## config.mk

```make
export PLATFORM = sky130hd
export DESIGN_NAME = presc_updown_counter
export DESIGN_NICKNAME = d
export VERILOG_FILES = /design/src/rtl/presc_updown_counter.sv
export SDC_FILE = /design/constraint.sdc
export NUM_CORES = 1
export LEC_CHECK = 0
export BUFFER_PORTS_ARGS = -buffer_cell sky130_fd_sc_hd__buf_2
export CAP_MARGIN = 20
export CORE_MARGIN = 2
export CORE_UTILIZATION = 55
export CTS_BUF_LIST = sky130_fd_sc_hd__clkbuf_4
export DETAILED_ROUTE_END_ITERATION = 8
export GPL_TIMING_DRIVEN = 1
export PLACE_DENSITY = 0.81
export SETUP_SLACK_MARGIN = 0.02
export SKIP_LAST_GASP = 1
export SLEW_MARGIN = 20
export SYNTH_ARGS = -nofsm -noshare
export SYNTH_HDL_FRONTEND = slang
export SYNTH_SLANG_ARGS = --single-unit
export TNS_END_PERCENT = 5
```

## constraint.sdc

```tcl
create_clock -name clk -period 3.2 [get_ports clk]
set_clock_uncertainty 0.1 [all_clocks]
set_input_delay 0.96 -clock clk [delete_from_list [all_inputs] [get_ports clk]]
set_output_delay 0.96 -clock clk [all_outputs]
set_load 0.02 [all_outputs]
```

## src/rtl/presc_updown_counter.sv

```systemverilog
// Up/down counter stepped by an internal clock-enable prescaler, with wrap or
// saturate at a programmable upper limit and a one-cycle terminal-count pulse.
module presc_updown_counter #(
  parameter int WIDTH = 8,
  parameter int DIV   = 25_000_000,
  parameter int LIMIT = 2**WIDTH - 1,
  parameter int INIT  = 0
) (
  input  logic             clk,
  input  logic             sclr,
  input  logic             clr,
  input  logic             load,
  input  logic [WIDTH-1:0] din,
  input  logic             en,
  input  logic             dir,
  input  logic             mode,
  output logic [WIDTH-1:0] q,
  output logic             tick,
  output logic             tc
);

  localparam int PW = (DIV > 1) ? $clog2(DIV) : 1;

  localparam logic [PW-1:0]    PMAX  = PW'(DIV - 1);
  localparam logic [WIDTH-1:0] LIM   = WIDTH'(LIMIT);
  localparam logic [WIDTH-1:0] RST_Q = WIDTH'(INIT);

  logic [PW-1:0] pcnt;

  // The step is gated by the registered tick, so q moves on the edge that
  // closes the cycle in which tick is visible.
  // NOTE: every register here uses non-blocking assignment so all of them
  // sample the same pre-edge values; blocking would make q see the new tick.
  always_ff @(posedge clk) begin
    if (sclr) begin
      q    <= RST_Q;
      pcnt <= '0;
      tick <= 1'b0;
      tc   <= 1'b0;
    end else begin
      // Free-running prescaler: clr and load never disturb its phase.
      if (pcnt == PMAX) begin
        pcnt <= '0;
        tick <= 1'b1;
      end else begin
        pcnt <= pcnt + 1'b1;
        tick <= 1'b0;
      end

      tc <= 1'b0;
      if (clr) begin
        q <= '0;
      end else if (load) begin
        q <= (din > LIM) ? LIM : din;
      end else if (tick && en) begin
        if (dir) begin
          if (q == LIM) begin
            tc <= 1'b1;
            if (!mode) q <= '0;
          end else begin
            q <= q + 1'b1;
          end
        end else begin
          if (q == '0) begin
            tc <= 1'b1;
            if (!mode) q <= LIM;
          end else begin
            q <= q - 1'b1;
          end
        end
      end
    end
  end

endmodule
```

==> qor.yml <==
rsz0062_at_grt: "no"
worstSetupPathType: "reg -> reg"
syn_avg_cell_area_sq_um: 8.262
cts_hold_buf: 0
gr-total-overflow: 0
drt_first_pass_iters: 4
seq_area_sq_um: 700.7
insertion_delay_ns: 0.34
synth-seq-cells: 35
die_area_sq_um: 3973
fill_cells: 300
fmax_mhz: 383.6
syn_to_final_growth_pct: 10.44
ir_drop_mv: 0.3370
cts_sinks: 35
drt-total-wl_um: 3979
power.density_nw_per_um2: 366.0
drcViolationCount: 0
num_vias: 1755
postCtsResizedCells: 0
synth-edff-count: 0
grt_max_degree: 16
hold_violations: 0
stdcell_area_sq_um: 2117
gp_congestion: 0.9098
finalCriticalPeriod_ns: 2.607
grt_pass1_wl_um: 6982
ys_seq_area_frac: 0.3655
stdcell_count: 303
cp_slowest_cell: "a2111oi_0"
antenna_left: 0
ys_warn_count: 0
slowest_delay_ns: 0.65
period_share: 0.8147
power.total_uw: 774.8
die_w_um: 63.04
clkTransAtPathRegs_ns: 0.11
cp.required_ns: 3.34
num_io_pins: 25
multi_input_area_sq_um: 1122
cts_tree: "done"
first_iter_violations: 138
cp-end-kind: "flip-flop"
io_buffers: 24
synth_area_sq_um: 1917
syn_nets: 251
synth_cell_types: 49
rrSetupSlack_ns: 0.59
cp_max_fo: 11
route.detailed.wl_per_inst_um: 13.13
ys.flop_type: "dfxtp_1"
drive_gt1_frac: 0.1518
first_global_vias: 1565
worstMarginPinSlew_ns: 0.7381
leakagePower_uw: 0.0007882
netlist_instances: 232
critPathLaunchType: "flip-flop"
grt_usage: 0.2200
async_flop_share: 0
n_antenna_cell: 0
finalWorstSetupSlack_ns: 0.5930
drt-vias-per-instance: 5.792
path_cells: "inv_1, ha_1, nor4b_1, and2_1, a2111oi_0, o221ai_1, o2111a_1"
clock_path_buffers: 2
cts-buffers-inserted: 5
fp.dieH_um: 63.04
post-place-cells: 295
place_ws_ns: 0.3336
max-cap-violations: 0
fp-row-count: 21
antenna_found_initial: 0
clock_tree.root_cell: "clkbuf_4"
arrival_ns: 2.75
place_area_sq_um: 2064
postCtsSetupBuffers: 0
core_sq_um: 3337
setup_viol: 0
relSlewSlack: 0.4952
final_nets: 275
min_path_type: "reg -> reg"
tns_ns: 0
status: "finished, final reports clean"
htree_levels: 2
hpwl_um: 2873
slew_violations: 0
start_util: 0.5744
final timing paths:
kind / start / end / cells after the start
worst min register to register: pcnt[0] / pcnt[0] / 1
worst min-delay path: pcnt[0] / pcnt[0] / 1
worst max-delay path: q[0] / q[3] / 7
worst max register to register: q[0] / q[3] / 7
metrics by stage:
| step | utilization | hold slack, ns |
|---|---|---|
| 5_1_grt | 0.6344 | 0.3928 |
| 4_1_cts | 0.6344 | 0.3778 |
| 3_3_place_gp | 0.6187 | 0.3416 |
| 6_report | 0.6344 | 0.3760 |
| 3_5_place_dp | 0.6187 | 0.3514 |
| 2_1_floorplan | - | 0.3296 |
area by class of cell:
type / instances / area share
Multi-Input combinational cell: 178 / 0.5301
Sequential cell: 35 / 0.3310
Timing Repair Buffer: 29 / 0.07447
Tap cell: 46 / 0.02719
Clock buffer: 5 / 0.01773
Inverter: 7 / 0.01241
Clock inverter: 3 / 0.007092
cells in the final DEF (no fill, tap or decap), types with 5 or more instances in the layout:
cell      synthesis  final
xor2_1           17     17
buf_4             0      5
nand2_1          17     17
nand3_1          16     16
dfxtp_1          35     35
nor2_1           32     32
xnor2_1           9      9
nand4_1           9      9
clkbuf_4          0      5
nor3_1            8      8
buf_2             0     24
inv_1             6      6
o21ai_0           7      7
state kept, by name, indices dropped and copies added (netlist names):
| signal | flops |
|---|---|
| tick | 1 |
| pcnt | 25 |
| q | 8 |
| tc | 1 |
cells by family (layout without fill, tap and decap cells):
logic type / after synthesis / after routing / synth area share
compound gates: 36 / 36 / 0.1390
simple gates: 110 / 110 / 0.2911
buf+inv: 19 / 44 / 0.04896
mux: 2 / 2 / 0.01044
xor+xnor: 26 / 26 / 0.1188
flops: 35 / 35 / 0.3655
fa+ha+maj: 4 / 4 / 0.02611
critical path: cells and delay by family, from the launching register on:
kind                       cells  cell delay, ns
AOI/OAI and AO/OA              3            1.08
adders and majority gates      1            0.23
DFF                            1            0.58
and+or+nand+nor                2            0.39
buffers and inverters          1            0.15
per-layer routing:
layer  global-route usage  wire length (um)  vias up
li1                     -                 -      875
met1               0.3009              1878      803
met2               0.3258              1762       66
met3              0.04865               252       11
met4               0.1083                85        0
met5                    0                 0        -
Yosys cell counts, drive strengths merged (2+ instances only):
master,instances,share of area
xnor2,9,0.041
buf,5,0.022
o21a,3,0.012
or4b,2,0.010
and2,2,0.0065
clkbuf,7,0.014
or4,2,0.0078
o211ai,4,0.016
o21ai,8,0.021
nand2b,4,0.013
nand2,17,0.033
or2,3,0.0098
mux2i,2,0.010
nor4,5,0.020
ha,4,0.026
nor2b,3,0.0098
and3,2,0.0065
dfxtp,35,0.37
o211a,2,0.010
a211oi,2,0.0078
nor2,32,0.063
a21oi,4,0.010
nand3,16,0.042
nor3,8,0.021
inv,6,0.012
nand4,9,0.029
xor2,17,0.078
o2111a,2,0.012
or3,2,0.0065
power breakdown:
| part | switching [uW] | internal, uW | leakage (uW) |
|---|---|---|---|
| sequential | 13.1 | 443 | 0.000283 |
| combinational | 49.8 | 37.6 | 0.000479 |
| clock | 151 | 80.5 | 0.0000263 |
Power figures use the tool's default switching activity.
